==> src/rtl/riscv_dmem_arb.sv <==
// Two-port arbiter in front of riscv_dmem: port A is the core LSU (byte/half/word),
// port B is DMA/debug (word bursts of 1-16 beats). Responses are registered.
module riscv_dmem_arb #(
    parameter int XLEN          = 32,
    parameter int DMEM_ADDR_BIT = 12
) (
    input  logic                     i_clk,
    input  logic                     i_rstn,
    input  logic                     i_a_req,
    input  logic                     i_a_wr,
    input  logic [DMEM_ADDR_BIT-1:0] i_a_addr,
    input  logic [1:0]               i_a_size,
    input  logic [XLEN-1:0]          i_a_wdata,
    output logic                     o_a_gnt,
    output logic                     o_a_rvalid,
    output logic [XLEN-1:0]          o_a_rdata,
    output logic                     o_a_err,
    input  logic                     i_b_req,
    input  logic                     i_b_wr,
    input  logic [DMEM_ADDR_BIT-1:0] i_b_addr,
    input  logic [3:0]               i_b_len,
    input  logic [XLEN-1:0]          i_b_wdata,
    output logic                     o_b_gnt,
    output logic                     o_b_beat,
    output logic                     o_b_rvalid,
    output logic [XLEN-1:0]          o_b_rdata,
    output logic                     o_b_done,
    output logic [DMEM_ADDR_BIT-3:0] o_dmem_addr,
    output logic [XLEN-1:0]          o_dmem_data,
    output logic [XLEN/8-1:0]        o_dmem_byte_sel,
    output logic                     o_dmem_wr_en,
    input  logic [XLEN-1:0]          i_dmem_data
);
    localparam int NB   = XLEN / 8;
    localparam int OFFW = $clog2(NB);
    localparam int WA   = DMEM_ADDR_BIT - 2;

    localparam logic S_IDLE  = 1'b0;
    localparam logic S_BURST = 1'b1;
    localparam logic PORT_A  = 1'b0;
    localparam logic PORT_B  = 1'b1;

    logic          state;
    logic          rr_last;
    logic [WA-1:0] b_addr_q;   // word address of the next burst beat
    logic [3:0]    b_cnt_q;    // beats remaining after the next one
    logic          b_wr_q;

    logic            a_win, b_win, burst_beat, beat, b_wr_cur, b_last;
    logic [OFFW-1:0] a_off;
    logic            a_mis;
    logic [NB-1:0]   a_sel;
    logic [XLEN-1:0] a_wdat, a_shift, a_load;
    logic            unused_b_addr_lsb;

    assign unused_b_addr_lsb = ^i_b_addr[1:0];

    // Nothing is granted while reset is held so an aborted burst cannot write.
    always_comb begin
        a_win      = (state == S_IDLE) && i_rstn && i_a_req && (!i_b_req || rr_last == PORT_B);
        b_win      = (state == S_IDLE) && i_rstn && i_b_req && !a_win;
        burst_beat = (state == S_BURST) && i_rstn;
        beat       = b_win || burst_beat;
        b_wr_cur   = b_win ? i_b_wr : b_wr_q;
        b_last     = b_win ? (i_b_len == 4'd0) : (b_cnt_q == 4'd0);
    end

    always_comb begin
        a_off   = i_a_addr[OFFW-1:0];
        a_shift = i_dmem_data >> {a_off, 3'b000};
        a_mis   = 1'b0;
        a_sel   = '0;
        a_wdat  = '0;
        a_load  = '0;
        case (i_a_size)
            2'b00: begin
                a_sel  = {{(NB-1){1'b0}}, 1'b1} << a_off;
                a_wdat = {NB{i_a_wdata[7:0]}};
                a_load = {{(XLEN-8){1'b0}}, a_shift[7:0]};
            end
            2'b01: begin
                a_mis  = a_off[0];
                a_sel  = {{(NB-2){1'b0}}, 2'b11} << a_off;
                a_wdat = {(NB/2){i_a_wdata[15:0]}};
                a_load = {{(XLEN-16){1'b0}}, a_shift[15:0]};
            end
            2'b10: begin
                a_mis  = (a_off != '0);
                a_sel  = '1;
                a_wdat = i_a_wdata;
                a_load = a_shift;
            end
            default: a_mis = 1'b1;
        endcase
    end

    always_comb begin
        o_dmem_addr     = '0;
        o_dmem_data     = '0;
        o_dmem_byte_sel = '0;
        o_dmem_wr_en    = 1'b0;
        if (a_win) begin
            o_dmem_addr     = i_a_addr[DMEM_ADDR_BIT-1:2];
            o_dmem_data     = a_wdat;
            o_dmem_byte_sel = a_sel;
            o_dmem_wr_en    = i_a_wr && !a_mis;
        end else if (b_win) begin
            o_dmem_addr     = i_b_addr[DMEM_ADDR_BIT-1:2];
            o_dmem_data     = i_b_wdata;
            o_dmem_byte_sel = '1;
            o_dmem_wr_en    = i_b_wr;
        end else if (burst_beat) begin
            o_dmem_addr     = b_addr_q;
            o_dmem_data     = i_b_wdata;
            o_dmem_byte_sel = '1;
            o_dmem_wr_en    = b_wr_q;
        end
    end

    assign o_a_gnt  = a_win;
    assign o_b_gnt  = b_win;
    assign o_b_beat = beat;

    always_ff @(posedge i_clk) begin
        if (!i_rstn) begin
            state      <= S_IDLE;
            rr_last    <= PORT_B;
            b_addr_q   <= '0;
            b_cnt_q    <= '0;
            b_wr_q     <= 1'b0;
            o_a_rvalid <= 1'b0;
            o_a_err    <= 1'b0;
            o_a_rdata  <= '0;
            o_b_rvalid <= 1'b0;
            o_b_rdata  <= '0;
            o_b_done   <= 1'b0;
        end else begin
            o_a_rvalid <= a_win;
            o_a_err    <= a_win && a_mis;
            o_a_rdata  <= (a_win && !i_a_wr && !a_mis) ? a_load : '0;
            o_b_rvalid <= beat && !b_wr_cur;
            o_b_rdata  <= (beat && !b_wr_cur) ? i_dmem_data : '0;
            o_b_done   <= beat && b_last;
            if (a_win) begin
                rr_last <= PORT_A;
            end else if (b_win) begin
                rr_last  <= PORT_B;
                b_wr_q   <= i_b_wr;
                b_addr_q <= i_b_addr[DMEM_ADDR_BIT-1:2] + 1'b1;
                b_cnt_q  <= i_b_len - 4'd1;
                if (i_b_len != 4'd0) state <= S_BURST;
            end else if (burst_beat) begin
                b_addr_q <= b_addr_q + 1'b1;
                if (b_cnt_q == 4'd0) state <= S_IDLE;
                else                 b_cnt_q <= b_cnt_q - 4'd1;
            end
        end
    end
endmodule

==> config.mk <==
export PLATFORM = sky130hd
export DESIGN_NAME = riscv_dmem_arb
export DESIGN_NICKNAME = d
export VERILOG_FILES = /design/src/rtl/riscv_dmem_arb.sv
export SDC_FILE = /design/constraint.sdc
export NUM_CORES = 1
export LEC_CHECK = 0
export ABC_AREA = 1
export BUFFER_PORTS_ARGS = -buffer_cell sky130_fd_sc_hd__buf_4
export CAP_MARGIN = 20
export CORE_ASPECT_RATIO = 2
export CORE_MARGIN = 4
export CORE_UTILIZATION = 47
export DETAILED_ROUTE_END_ITERATION = 8
export GPL_ROUTABILITY_DRIVEN = 1
export HOLD_SLACK_MARGIN = 0.06
export PLACE_DENSITY_LB_ADDON = 0.05
export SYNTH_ARGS = -nofsm -noshare
export SYNTH_HDL_FRONTEND = slang
export SYNTH_SLANG_ARGS = --single-unit
==> constraint.sdc <==
create_clock -name i_clk -period 5.1 [get_ports i_clk]
set_clock_uncertainty 0.05 [all_clocks]
set_input_delay 1.02 -clock i_clk [delete_from_list [all_inputs] [get_ports i_clk]]
set_output_delay 1.02 -clock i_clk [all_outputs]
set_load 0.1 [all_outputs]
; ---- After elaboration in Yosys (flattened, before gate mapping)
; Cells that the tools add are included.
[word_totals]
elab_cells = 85
in_bits = 132
register_bits = 85
[classes]
eq_ne = 4
n_bitwise = 2
n_addsub = 4
mux = 29
n_shift = 3
reduce_logical = 32
[op_table]
columns = operator, n
row1 = one-hot mux 32 bit (3 select lines), 2
row2 = two-way mux 32 bit, 3
row3 = two-way mux 10 bit, 5
row4 = >> shifter 32 x 5 -> 32 bit, 1
row5 = two-way mux 4 bit, 6
row6 = "adder 10 x 1 -> 10 bit, second input constant", 2
row7 = logical AND 1 bit, 12
row8 = one-hot mux 4 bit (3 select lines), 1
row9 = two-way mux 1 bit, 11
row10 = logical NOT 4 bit, 2
row11 = nonzero test 2 bit, 4
row12 = "subtractor 4 x 1 -> 4 bit, second input constant", 2
row13 = AND reduction 2 bit, 3
row14 = logical NOT 1 bit, 5
row15 = AND reduction 4 bit, 1
row16 = nonzero test 4 bit, 1
row17 = "left shift 1 x 2 -> 4 bit, first input constant", 1
row18 = "left shift 2 x 2 -> 4 bit, first input constant", 1
row19 = one-hot mux 1 bit (3 select lines), 1
row20 = AND reduction 3 bit, 1
row21 = "== test 2 x 1 -> 1 bit, second input constant", 1
row22 = "== test 2 bit, second input constant", 1
row23 = logical NOT 2 bit, 1
row24 = logical OR 1 bit, 2
row25 = 3 further kinds, 4

; ---- Logic depth before layout (Yosys ltp)
[depth]
word_depth = 10
mapped_depth = 15

; ---- Worst setup path before layout
; OpenSTA, ideal clock, no wires.
[synth_timing]
path_type = input -> output
startpoint = input port i_rstn
endpoint = output port o_dmem_addr[3]
arrival_ns = 3.930
t_required_ns = 4.030
stages = 9
setup_slack_ns = 0.100
path_cell_list = buf_4 nand2_2 nor2_4 nand2_2 buf_6 nand2_4 inv_2 buf_2 o21ai_0
[synth_via]
elab_chain_len = 7
[synth_rtl]
columns = item, line
row1 = start: declaration, 8  ; input logic i_rstn,
row2 = logical AND 1 bit, "60, 61"
row3 = logical AND 1 bit (2 in series), 60  ; a_win = (state == S_IDLE) && i_rstn && i_a_req && (!i_b_req || rr_last == PORT_B);
row4 = logical NOT 1 bit, 61  ; b_win = (state == S_IDLE) && i_rstn && i_b_req && !a_win;
row5 = logical AND 1 bit, 61
row6 = two-way mux 10 bit, 107  ; end else if (b_win) begin
row7 = two-way mux 10 bit *, 102  ; if (a_win) begin
row8 = end: declaration, 28  ; output logic [DMEM_ADDR_BIT-3:0] o_dmem_addr,
; Mark *: on every way between the ends. The rest lies on a longest branch, timed or not.

; ---- Final worst setup path
[layout_timing]
startpoint = input port i_rstn
endpoint = output port o_dmem_data[24]
[layout_via]
elab_chain_len = 7
[layout_rtl]
columns = item, line
row1 = logical AND 1 bit, "60, 61"
row2 = logical AND 1 bit (2 in series), 60
row3 = logical NOT 1 bit, 61
row4 = logical AND 1 bit, 61
row5 = two-way mux 32 bit, 107
row6 = two-way mux 32 bit *, 102
row7 = end: declaration, 29  ; output logic [XLEN-1:0] o_dmem_data,
; Marks and branches as above.

==> out/results.tsv <==
stage	metric	value	unit
status	status	finished clean	
grt	vias in the first global route	4987	
clocking	H-tree Lvls	3	
synth	sequential area share after synthesis	0.4061	
worst_setup_path	crit end category	output pin	
worst_setup_path	Data required, critical path	4030	ps
placement	IO Port Bufs	247	
hold_path	min-delay worst type	flip-flop to flip-flop	
synth	register bit total from synthesis	85	
synth	Post-Syn Nets	739	
timing	Peak Freq	238.8	MHz
route	vias	5050	
grt	largest net degree at the start of global routing	36	
route	initial DRC count	347	
clocking	Reg clk slew, reported paths	70	ps
timing	Relative slew margins	0.5352	
timing	period utilization	0.8211	
pwr	P_leak	0.003311	uW
timing	Final setup viols	0	
route	Vias per Instance	5.372	
route	Remaining DRCs	0	
hold_path	Worst Hold Path Cells	2	
synth	Synth Area per Inst	6.926	um^2
synth	Mapped Cells	605	
layout	ANT cells	0	
die	Die ar.	10580	um^2
pwr	Power Density	334.9	nW/um^2
layout	Final nets	969	
pwr	clock network fraction of design power	0.323	
die	height of the die	141.5	um
timing	Final Max Tran Viols	0	
pwr	Comb power frac	0.348	
route	routed len/inst	17.80	um
layout	commonest non-fill, non-tap cell in the layout	buf_4	
clocking	setup bufs post-CTS	0	
layout	FILL cells	717	
layout	final core occ	0.7358	
timing	Hold Violations, Final	0	
placement	pre-CTS setup slack	943.2	ps
die	Initial Util	0.4845	
synth	yosys warns	0	
grt	gr usage total	0.3090	
synth	synthesized area	4190	um^2
synth	main area contributors after synthesis	dfxtp_1, nand2_1, o21ai_0	
grt	gr ovfl total	0	
synth	area leader, netlist	dfxtp_1	
synth	Netlist cell types	35	
pwr	Sequential Power Share	0.329	
route	DRT Pass-1 Iters	5	
clocking	CTS tree	built	
placement	placed inst area	6047	um^2
pwr	Peak VDD IR	188.9	uV
timing	Setup TNS	0	ps
pwr	net load switching power	865.2	uW
synth	Synth top area share	0.4061	
grt	initial antenna violation count	0	
timing	worst setup margin	912.6	ps
timing	RSZ-0062 raised after global routing	false	
clocking	Max Root-Sink Buffers	2	
run	total of max-cap violations	0	
die	# rows	48	
worst_setup_path	CP Launch Type	input pin	
timing	transition time of the tightest slew-check pin	696.5	ps
route	DRT antenna net count	0	
grt	wire length of the first global-routing pass	24760	um
layout	commonest non-fill, non-tap cells in the layout	buf_4, nand2_1, dfxtp_1	
layout	Final Instance Area	6364	um^2
die	Core ar.	8648	um^2
die	Die X	74.77	um
pwr	internal power	1266	uW
layout	share of cells above drive strength 1	0.3512	
layout	synthesis-to-layout area growth	51.87	%
placement	post-DP HPWL	13450	um
worst_setup_path	worst path arrival time	3120	ps
timing	min Tclk post-route	4187	ps
placement	global placement routability congestion	0.9917	
die	io pins	250	
pwr	Switching Fraction	0.4060	
worst_setup_path	Setup CP Type	input pin to output pin	
worst_setup_path	maximum fanout along the worst path	32	
clocking	CTS root buffer	clkbuf_16	
clocking	CTS Sinks	85	
route	final WL	16730	um
worst_setup_path	worst r2r path cells	9	
clocking	clock latency on the worst-skew pair	340	ps
clocking	total CTS buffers	9	
clocking	PostCTS Resize Cnt	0	
clocking	Hold-fix buffers, CTS	0	
## Yosys cell counts
cell and number:
nand2_4 2, o21ai_0 72, xor2_1 1, nand3b_1 1, nand3_1 31, nor2_1 70
inv_2 6, clkbuf_1 20, buf_4 2, buf_6 2, o211ai_1 13, nand2_2 6
a21oi_1 28, nor2_4 1, o31ai_1 1, nor3_4 1, nand4_2 1, inv_1 81
nor3_1 5, clkinv_1 1, nand2_1 117, o21ai_1 3, dfxtp_1 85, nand3_2 3
or2_0 1, o21bai_1 1, nor2_2 5, a221oi_1 12, buf_2 8, ha_1 2
o22ai_1 1, a31oi_1 3, o21ai_2 3, a211oi_1 8, a22o_1 8
## layer usage
layer,GRT usage,wire [um]
met1,0.3115,5552
met2,0.5819,9065
met3,0.05035,1293
met4,0.1492,819
met5,0,0
## metrics by stage
step           std cells  hold slack, ps  total power, uW
2_1_floorplan        605           398.1             1242
3_3_place_gp         924           419.8             1447
3_5_place_dp         924           431.0             1454
4_1_cts              940           439.6             2135
5_1_grt              940           478.5             2197
6_report             940           439.3             2131
## critical path, cell delays in order
cell and delay, ps:
buf_4 220, nand2_2 90, nor2_4 230, nand2_2 340, nand2_4 400, buf_4 330
nand2_1 80, o21ai_0 80, buf_4 320
## state kept, by name (all words and copies together) (netlist names)
name	flops
o_b_done	1
b_cnt_q	4
o_a_err	1
b_wr_q	1
o_a_rvalid	1
b_addr_q	10
o_b_rdata	32
o_a_rdata	32
rr_last	1
state	1
o_b_rvalid	1
## path summary, 6_finish.rpt
kind	endpoint	slack (ps)	from
setup / recovery	o_dmem_data[24]	910	i_rstn
hold / removal	b_addr_q[4]	440	b_addr_q[4]
setup reg to reg	o_b_rdata[2]	2650	rr_last
hold reg to reg	b_addr_q[4]	440	b_addr_q[4]
## power by group through the flow
stage | sequential, uW | clock (uW) | combinational, uW
after global placement | 715 | 0 | 732
after detailed placement | 715 | 0 | 739
final | 701 | 689 | 742
after global routing | 702 | 718 | 777
after CTS | 701 | 693 | 741
after floorplan | 843 | 0 | 398
## area by class of cell
cell class	count	area (um^2)	area share
inverters	88	330.3	0.05191
repair buffers	251	1884	0.2961
flip-flops and latches	85	1702	0.2674
clock buffers	9	225.2	0.03539
well taps	100	125.1	0.01966
clock inverters	7	91.34	0.01435
multi-input cells	400	2006	0.3152
## kinds of logic (layout without fill, tap and decap cells)
group / count (synthesis) / after routing / share of synthesized area
xor+xnor: 1 / 1 / 0.002091
flops: 85 / 85 / 0.4061
buf+inv: 120 / 355 / 0.1153
compound gates: 153 / 153 / 0.2183
simple gates: 244 / 244 / 0.2523
fa+ha+maj: 2 / 2 / 0.005971
Power figures use the tool's default switching activity.
